### config.mk
export PLATFORM = sky130hd
export DESIGN_NAME = axis_packet_generator
export DESIGN_NICKNAME = d
export VERILOG_FILES = /design/src/rtl/axis_packet_generator.sv
export SDC_FILE = /design/constraint.sdc
export NUM_CORES = 1
export LEC_CHECK = 0
export CAP_MARGIN = 20
export CORE_MARGIN = 8
export CORE_UTILIZATION = 55
export CTS_BUF_LIST = sky130_fd_sc_hd__clkbuf_8
export DETAILED_ROUTE_END_ITERATION = 10
export PLACE_DENSITY = 0.83
export SETUP_SLACK_MARGIN = 0.3
export SLEW_MARGIN = 10
export SYNTH_ARGS = -nofsm -noshare
export SYNTH_HDL_FRONTEND = slang
export SYNTH_SLANG_ARGS = --single-unit
### constraint.sdc
create_clock -name aclk -period 4.4 [get_ports aclk]
set_input_delay 0.88 -clock aclk [delete_from_list [all_inputs] [get_ports aclk]]
set_output_delay 0.88 -clock aclk [all_outputs]
set_load 0.01 [all_outputs]
### src/rtl/axis_packet_generator.sv
// AXI-Stream packet source: runs of framed packets carrying an incrementing data pattern.
// Optional: define AXIS_GEN_ABORT_EN to add an abort input that truncates the run.
module axis_packet_generator #(
    parameter int TDATA_WIDTH = 32,
    parameter int LEN_WIDTH   = 16,
    parameter int CNT_WIDTH   = 16
) (
    input  logic                     aclk,
    input  logic                     areset,
    input  logic                     start,
    input  logic [LEN_WIDTH-1:0]     pkt_len_bytes,
    input  logic [CNT_WIDTH-1:0]     pkt_count,
    input  logic [7:0]               gap_cycles,
    input  logic [TDATA_WIDTH-1:0]   seed,
`ifdef AXIS_GEN_ABORT_EN
    input  logic                     abort,
`endif
    output logic [TDATA_WIDTH-1:0]   m_axis_tdata,
    output logic [TDATA_WIDTH/8-1:0] m_axis_tkeep,
    output logic                     m_axis_tvalid,
    output logic                     m_axis_tlast,
    input  logic                     m_axis_tready,
    output logic                     busy,
    output logic                     done,
    output logic [CNT_WIDTH-1:0]     pkts_sent
);

    localparam int BYTES = TDATA_WIDTH / 8;
    localparam int KW    = $clog2(BYTES);

    localparam logic [LEN_WIDTH:0]     ROUND_UP = (LEN_WIDTH+1)'(BYTES - 1);
    localparam logic [LEN_WIDTH-1:0]   LEN_ONE  = LEN_WIDTH'(1);
    localparam logic [CNT_WIDTH-1:0]   CNT_ONE  = CNT_WIDTH'(1);
    localparam logic [TDATA_WIDTH-1:0] DATA_ONE = TDATA_WIDTH'(1);

    typedef enum logic [1:0] {
        S_IDLE,
        S_SEND,
        S_GAP,
        S_DONE
    } state_t;

    state_t                 state_q, state_d;
    logic [LEN_WIDTH-1:0]   len_q, len_d;
    logic [CNT_WIDTH-1:0]   cnt_q, cnt_d;
    logic [7:0]             gap_q, gap_d;
    logic [7:0]             gap_cnt_q, gap_cnt_d;
    logic [TDATA_WIDTH-1:0] data_q, data_d;
    logic [LEN_WIDTH-1:0]   beat_rem_q, beat_rem_d;
    logic [CNT_WIDTH-1:0]   sent_q, sent_d;
    logic                   abort_q, abort_d;

    logic abort_req;
    logic beat_fire;
    logic pkt_end;
    logic tlast_int;

    function automatic logic [LEN_WIDTH-1:0] beats_of(input logic [LEN_WIDTH-1:0] len);
        logic [LEN_WIDTH:0] t;
        t = {1'b0, len} + ROUND_UP;
        return LEN_WIDTH'(t >> KW);
    endfunction

    // Low 'rem' byte lanes set; rem==0 means the final beat is full.
    function automatic logic [BYTES-1:0] tail_keep(input logic [KW-1:0] rem);
        logic [BYTES-1:0] k;
        for (int i = 0; i < BYTES; i++) begin
            k[i] = (rem == '0) || (KW'(i) < rem);
        end
        return k;
    endfunction

`ifdef AXIS_GEN_ABORT_EN
    assign abort_req = abort;
`else
    assign abort_req = 1'b0;
`endif

    assign m_axis_tvalid = (state_q == S_SEND);
    assign beat_fire     = m_axis_tvalid && m_axis_tready;
    assign pkt_end       = (beat_rem_q == LEN_ONE);
    assign tlast_int     = pkt_end || abort_q;

    assign m_axis_tdata  = data_q;
    assign m_axis_tlast  = m_axis_tvalid && tlast_int;
    assign m_axis_tkeep  = !m_axis_tvalid       ? '0 :
                           (pkt_end && !abort_q) ? tail_keep(len_q[KW-1:0]) : '1;
    assign busy          = (state_q == S_SEND) || (state_q == S_GAP);
    assign done          = (state_q == S_DONE);
    assign pkts_sent     = sent_q;

    always_ff @(posedge aclk or posedge areset) begin
        if (areset) begin
            state_q    <= S_IDLE;
            len_q      <= '0;
            cnt_q      <= '0;
            gap_q      <= '0;
            gap_cnt_q  <= '0;
            data_q     <= '0;
            beat_rem_q <= '0;
            sent_q     <= '0;
            abort_q    <= 1'b0;
        end else begin
            state_q    <= state_d;
            len_q      <= len_d;
            cnt_q      <= cnt_d;
            gap_q      <= gap_d;
            gap_cnt_q  <= gap_cnt_d;
            data_q     <= data_d;
            beat_rem_q <= beat_rem_d;
            sent_q     <= sent_d;
            abort_q    <= abort_d;
        end
    end

    always_comb begin
        state_d    = state_q;
        len_d      = len_q;
        cnt_d      = cnt_q;
        gap_d      = gap_q;
        gap_cnt_d  = gap_cnt_q;
        data_d     = data_q;
        beat_rem_d = beat_rem_q;
        sent_d     = sent_q;
        abort_d    = abort_q;

        case (state_q)
            S_IDLE: begin
                if (start) begin
                    len_d      = pkt_len_bytes;
                    cnt_d      = pkt_count;
                    gap_d      = gap_cycles;
                    data_d     = seed;
                    beat_rem_d = beats_of(pkt_len_bytes);
                    sent_d     = '0;
                    abort_d    = 1'b0;
                    if (pkt_len_bytes == '0 || pkt_count == '0) begin
                        state_d = S_DONE;
                    end else begin
                        state_d = S_SEND;
                    end
                end
            end
            S_SEND: begin
                // A latched abort turns the next presented beat into the run's last.
                if (abort_req) begin
                    abort_d = 1'b1;
                end
                if (beat_fire) begin
                    data_d = data_q + DATA_ONE;
                    if (tlast_int) begin
                        sent_d     = sent_q + CNT_ONE;
                        beat_rem_d = beats_of(len_q);
                        if (abort_q || (sent_q + CNT_ONE) == cnt_q) begin
                            state_d = S_DONE;
                        end else if (gap_q != 8'd0) begin
                            state_d   = S_GAP;
                            gap_cnt_d = gap_q;
                        end
                    end else begin
                        beat_rem_d = beat_rem_q - LEN_ONE;
                    end
                end
            end
            S_GAP: begin
                if (abort_req) begin
                    state_d = S_DONE;
                end else if (gap_cnt_q <= 8'd1) begin
                    state_d = S_SEND;
                end else begin
                    gap_cnt_d = gap_cnt_q - 8'd1;
                end
            end
            S_DONE: begin
                state_d = S_IDLE;
            end
            default: begin
                state_d = S_IDLE;
            end
        endcase
    end

endmodule

### Word level (Yosys, flattened, before mapping)

Cells that the tools add are included.

| word-level totals | value |
|---|---|
| bits of input ports | 76 |
| output and inout port bits | 56 |
| register bits after elaboration | 114 |
| logic and storage cells | 79 |

| operators by class | value |
|---|---|
| $lt $le $gt $ge | 5 |
| multiplexer cells | 27 |
| $add $sub $neg | 6 |
| reductions and logical operators | 20 |
| eq/ne operators | 13 |

Operators by type and width:

| cell | count |
|---|---|
| two-way mux 16 bit | 6 |
| two-way mux 32 bit | 2 |
| case mux 16 bit (2 select lines) | 2 |
| case mux 32 bit (2 select lines) | 1 |
| two-way mux 8 bit | 5 |
| adder 16 x 2 -> 17 bit (second input constant) | 2 |
| adder 32 x 1 -> 32 bit (second input constant) | 1 |
| logical NOT 16 bit | 2 |
| adder 16 x 1 -> 16 bit (second input constant) | 1 |
| == test 16 x 1 -> 1 bit (second input constant) | 1 |
| == test 16 bit | 1 |
| case mux 8 bit (2 select lines) | 1 |
| subtractor 16 x 1 -> 16 bit (second input constant) | 1 |
| two-way mux 2 bit | 7 |
| <= comparator 8 x 1 -> 1 bit (second input constant) | 1 |
| two-way mux 4 bit | 2 |
| != test 2 x 1 -> 1 bit (second input constant) | 4 |
| case mux 2 bit (4 select lines) | 1 |
| nonzero test 8 bit | 1 |
| subtractor 8 x 1 -> 8 bit (second input constant) | 1 |
| logical OR 1 bit | 6 |
| != test 2 bit (second input constant) | 3 |
| AND reduction 6 bit | 1 |
| AND reduction 5 bit | 1 |
| other kinds (11) | 17 |

### Depth between registers and ports, before layout

| depth | value |
|---|---|
| depth after elaboration | 6 |
| gate-level depth with buffers | 10 |
| mapped depth without buffers | 9 |

### Worst setup path after synthesis

No wires, ideal clock.

| timing | value |
|---|---|
| kind | register to register |
| start | register sent_q[1] (netlist: pkts_sent[1]) |
| end | register gap_cnt_q[3] |
| required time | 4.267 ns |
| clock period less this slack | 2.728 ns |
| cell stages (with the launch flop) | 11 |
| path buffers | 2 |
| setup slack | 1.672 ns |
| library setup time | 0.133 ns |
| arrival | 2.594 ns |
| cell sequence | dfrtp_1 -> ha_1 -> buf_2 -> nand4_1 -> nor3_2 -> xnor2_1 -> or4_4 -> nor4_4 -> buf_6 -> a211oi_1 -> a2bb2oi_1 |

| between the ends | value |
|---|---|
| cells in the longest elaborated chain, start to end | 4 |

RTL lines:

| what | line | text |
|---|---|---|
| start, declared | 50 | `logic [CNT_WIDTH-1:0] sent_q, sent_d;` |
| start signal, assigned | 111 | `sent_q <= sent_d;` |
| adder 16 x 1 -> 16 bit | 154 | `if (abort_q \|\| (sent_q + CNT_ONE) == cnt_q) begin` |
| == test 16 bit | 154 |  |
| != test 2 bit (no source line) | -- |  |
| AND reduction 6 bit (no source line) | -- |  |
| end signal, assigned | 108 | `gap_cnt_q <= gap_cnt_d;` |
| end, declared | 47 | `logic [7:0] gap_cnt_q, gap_cnt_d;` |

Every way passes these cells.
A chain may end at the register's enable or synchronous reset.

### Worst setup path after layout

| timing | value |
|---|---|
| start | register beat_rem_q[4] |
| end | output port m_axis_tlast |

| between the ends | value |
|---|---|
| cells in the longest elaborated chain, start to end | 2 |

RTL lines:

| what | line | text |
|---|---|---|
| start, declared | 49 | `logic [LEN_WIDTH-1:0] beat_rem_q, beat_rem_d;` |
| start signal, assigned | 110 | `beat_rem_q <= beat_rem_d;` |
| == test 16 x 1 -> 1 bit | 81 | `assign pkt_end = (beat_rem_q == LEN_ONE);` |
| logical AND 1 bit | 85 | `assign m_axis_tlast = m_axis_tvalid && tlast_int;` |
| end, declared | 21 | `output logic m_axis_tlast,` |

Every way passes these cells.

==> qor.txt <==
Part of the cycle the worst path needs: 0.8671
Core ar.: 13,140 sq um
Wire per inst: 17.23 microns
Compound-cell area share of the yosys netlist: 0.1959
Clk root buf: clkbuf_8
Setup CP Type: flop to primary output
Sequential element share of the synthesized area: 0.3883
RSZ-0062 raised after global routing: false
Yosys reg bits: 114
Vias: 6,844
Vias in the first global route: 6,482
Largest family of logic cells by synthesized area: simple AND/OR/NAND/NOR gates
Synth Area in Adders: 0.02044
Maximum vdd ir drop: 0.0004699 V
Site row count: 42
Synth Warn #: 0
CTS buffer count: 17
Full die area: 17,310 sq um
Hold_buf cts: 0
Simple-gate area share of the yosys netlist: 0.2187
# setup viols final: 0
Netlist Area Pre-Place: 7346 sq um
CTS tree: yes
Final WL: 19,670 microns
Crit path time final: 3.815 ns
Non-Filler Instances: 1,142
Avg Cell Area, Syn: 8.714 sq um
Final Hold Fails: 0
Slew Viols, Final: 0
DRC: 0
Ys flop type: dfrtp_1
Critical Path AT: 2.94 ns
Setup tns final: 0 ns
PortBufs: 131
Post-DP HPWL: 14,170 microns
Slew of the pin with the lowest slew margin: 1.027 ns
Rel. slew slack: 0.3128
Crit Path Max Fanout: 7
Commonest non-fill, non-tap cell in the layout: clkdlybuf4s50_1
Routability cong.: 0.8738
Post-DP Area: 8773 sq um
CTS Buffer Depth: 2
Min-delay worst type: flop to flop
Post-route cell area: 9191 sq um
Final nets: 1,041
Pwr/cell area: 670.1 nW/um^2
GRT Residual Overflow: 0
Die W: 131.6 microns
Starting Density: 0.5591
DR iter-0 viols: 741
GRT Util Overall: 0.2259
Worst clock skew: 0.009302 ns
Clock transition at path regs: 0.07 ns
Syn Nets: 931
Post_cts resized: 0
Critical path capture point type: primary output
Xor/xnor cell area share of the yosys netlist: 0.06609
H-tree levels: 4
Tot Pwr: 6.159 mW
Status: complete, no violations
N_diodes: 0
CP Data Required Time: 3.52 ns
Leak: 3.530 nW
Ys async rst share: 1.000
Worst skew pair latency: 0.45 ns
Die H: 131.6 microns
Ports: 132
Placed insts: 1,110
Post-synthesis mux area share: 0.07086
Max-cap check violation count: 0
Post-Route Utilization: 0.6996
R2R Setup Slk: 0.98 ns
Postcts setup bufs: 0
Synthesis-to-layout area growth: 25.12%
Synth Instances: 843
First-pass GRT wire length: 32,800 microns
Post-DRT Antenna Nets: 0
Synth cell types: 74
First-pass iteration count of the detailed router: 5
Post-synth EDFFs: 0
Clock sinks: 114
Startpoint Class: flop
Post-DR vias/cell: 5.993
F_max: 0.2621 GHz
Most frequent cells in the layout: 131 x clkdlybuf4s50_1, 114 x dfrtp_1, 83 x nand2_1
Share of cells above drive strength 1: 0.1025
Initial antenna violation count: 0
Largest net degree at the start of global routing: 80
[cell families after synthesis]
kind of cell / Yosys count
AND/OR/NAND/NOR: 308
buffers and inverters: 73
AO/OA/AOI/OAI: 236
adder cells (fa/ha/maj): 12
multiplexers: 47
flip-flops: 114
XOR/XNOR: 53
[routing by layer]
metal / vias to the layer above / global-route usage / wire length [microns]
met3: 28 / 0.04878 / 1226
met5: - / 0 / 0
met2: 250 / 0.3474 / 8976
met4: 0 / 0.07339 / 297
li1: 3326 / - / -
met1: 3240 / 0.3100 / 9173
[sequential cells by signal, indices dropped and copies added, names as in the netlist]
name          flops
cnt_q            16
pkts_sent        16
len_q            16
gap_cnt_q         8
m_axis_tdata     32
state_q           2
gap_q             8
beat_rem_q       16
[cells in the mapped netlist (all sizes together) (18+ instances only)]
cell type  number  area share
o21ai          69       0.047
inv            25       0.013
xnor2          34       0.041
nor2           57       0.029
mux2           40       0.061
o22ai          23       0.020
xor2           18       0.022
nand4          22       0.021
clkbuf         39       0.020
dfrtp         114        0.39
nor3           24       0.018
nand3          42       0.029
nand2          84       0.043
a21oi          79       0.054
nor4           23       0.024
[where the power goes]
group | leakage (nW) | internal (mW) | total [mW] | switching (mW)
sequential | 1.36 | 1.52 | 2.04 | 0.526
clock | 0.224 | 0.619 | 1.04 | 0.425
combinational | 1.94 | 1.43 | 3.07 | 1.64
total | 3.53 | 3.57 | 6.16 | 2.59
[worst paths after layout]
kind,start,end,cells after the start
setup / recovery,beat_rem_q[4]$_DFFE_PP0P_,m_axis_tlast,4
setup reg to reg,pkts_sent[0]$_DFFE_PP0P_,gap_cnt_q[1]$_DFFE_PP0P_,8
hold reg to reg,beat_rem_q[6]$_DFFE_PP0P_,beat_rem_q[6]$_DFFE_PP0P_,1
min in group asynchronous,areset,gap_q[1]$_DFFE_PP0P_,2
max in group asynchronous,areset,len_q[6]$_DFFE_PP0P_,3
hold / removal,beat_rem_q[6]$_DFFE_PP0P_,beat_rem_q[6]$_DFFE_PP0P_,1
[stage by stage]
stage	worst slack, ns	hold slack, ns
4_1_cts	0.5806	0.5186
6_report	0.5845	0.5182
3_3_place_gp	0.9904	0.4902
2_1_floorplan	0.5043	0.4725
3_5_place_dp	0.9392	0.4974
5_1_grt	0.4610	0.5307
[worst max-delay path: stages (launching register included)]
cell             delay, ns
dfrtp_1               0.44
or3_1                 0.52
or3_1                 0.54
nor2_1                0.35
clkdlybuf4s50_1       0.64
[cell type report]
class	count	area [sq um]
flip-flops and latches	114	2853
inverters	25	96.34
multi-input cells	656	4233
clock inverters	14	170.2
repair buffers	139	1371
clock buffers	18	247.7
fillers	1074	3946
well taps	176	220.2
No activity file was read; power rests on OpenSTA's default activity.
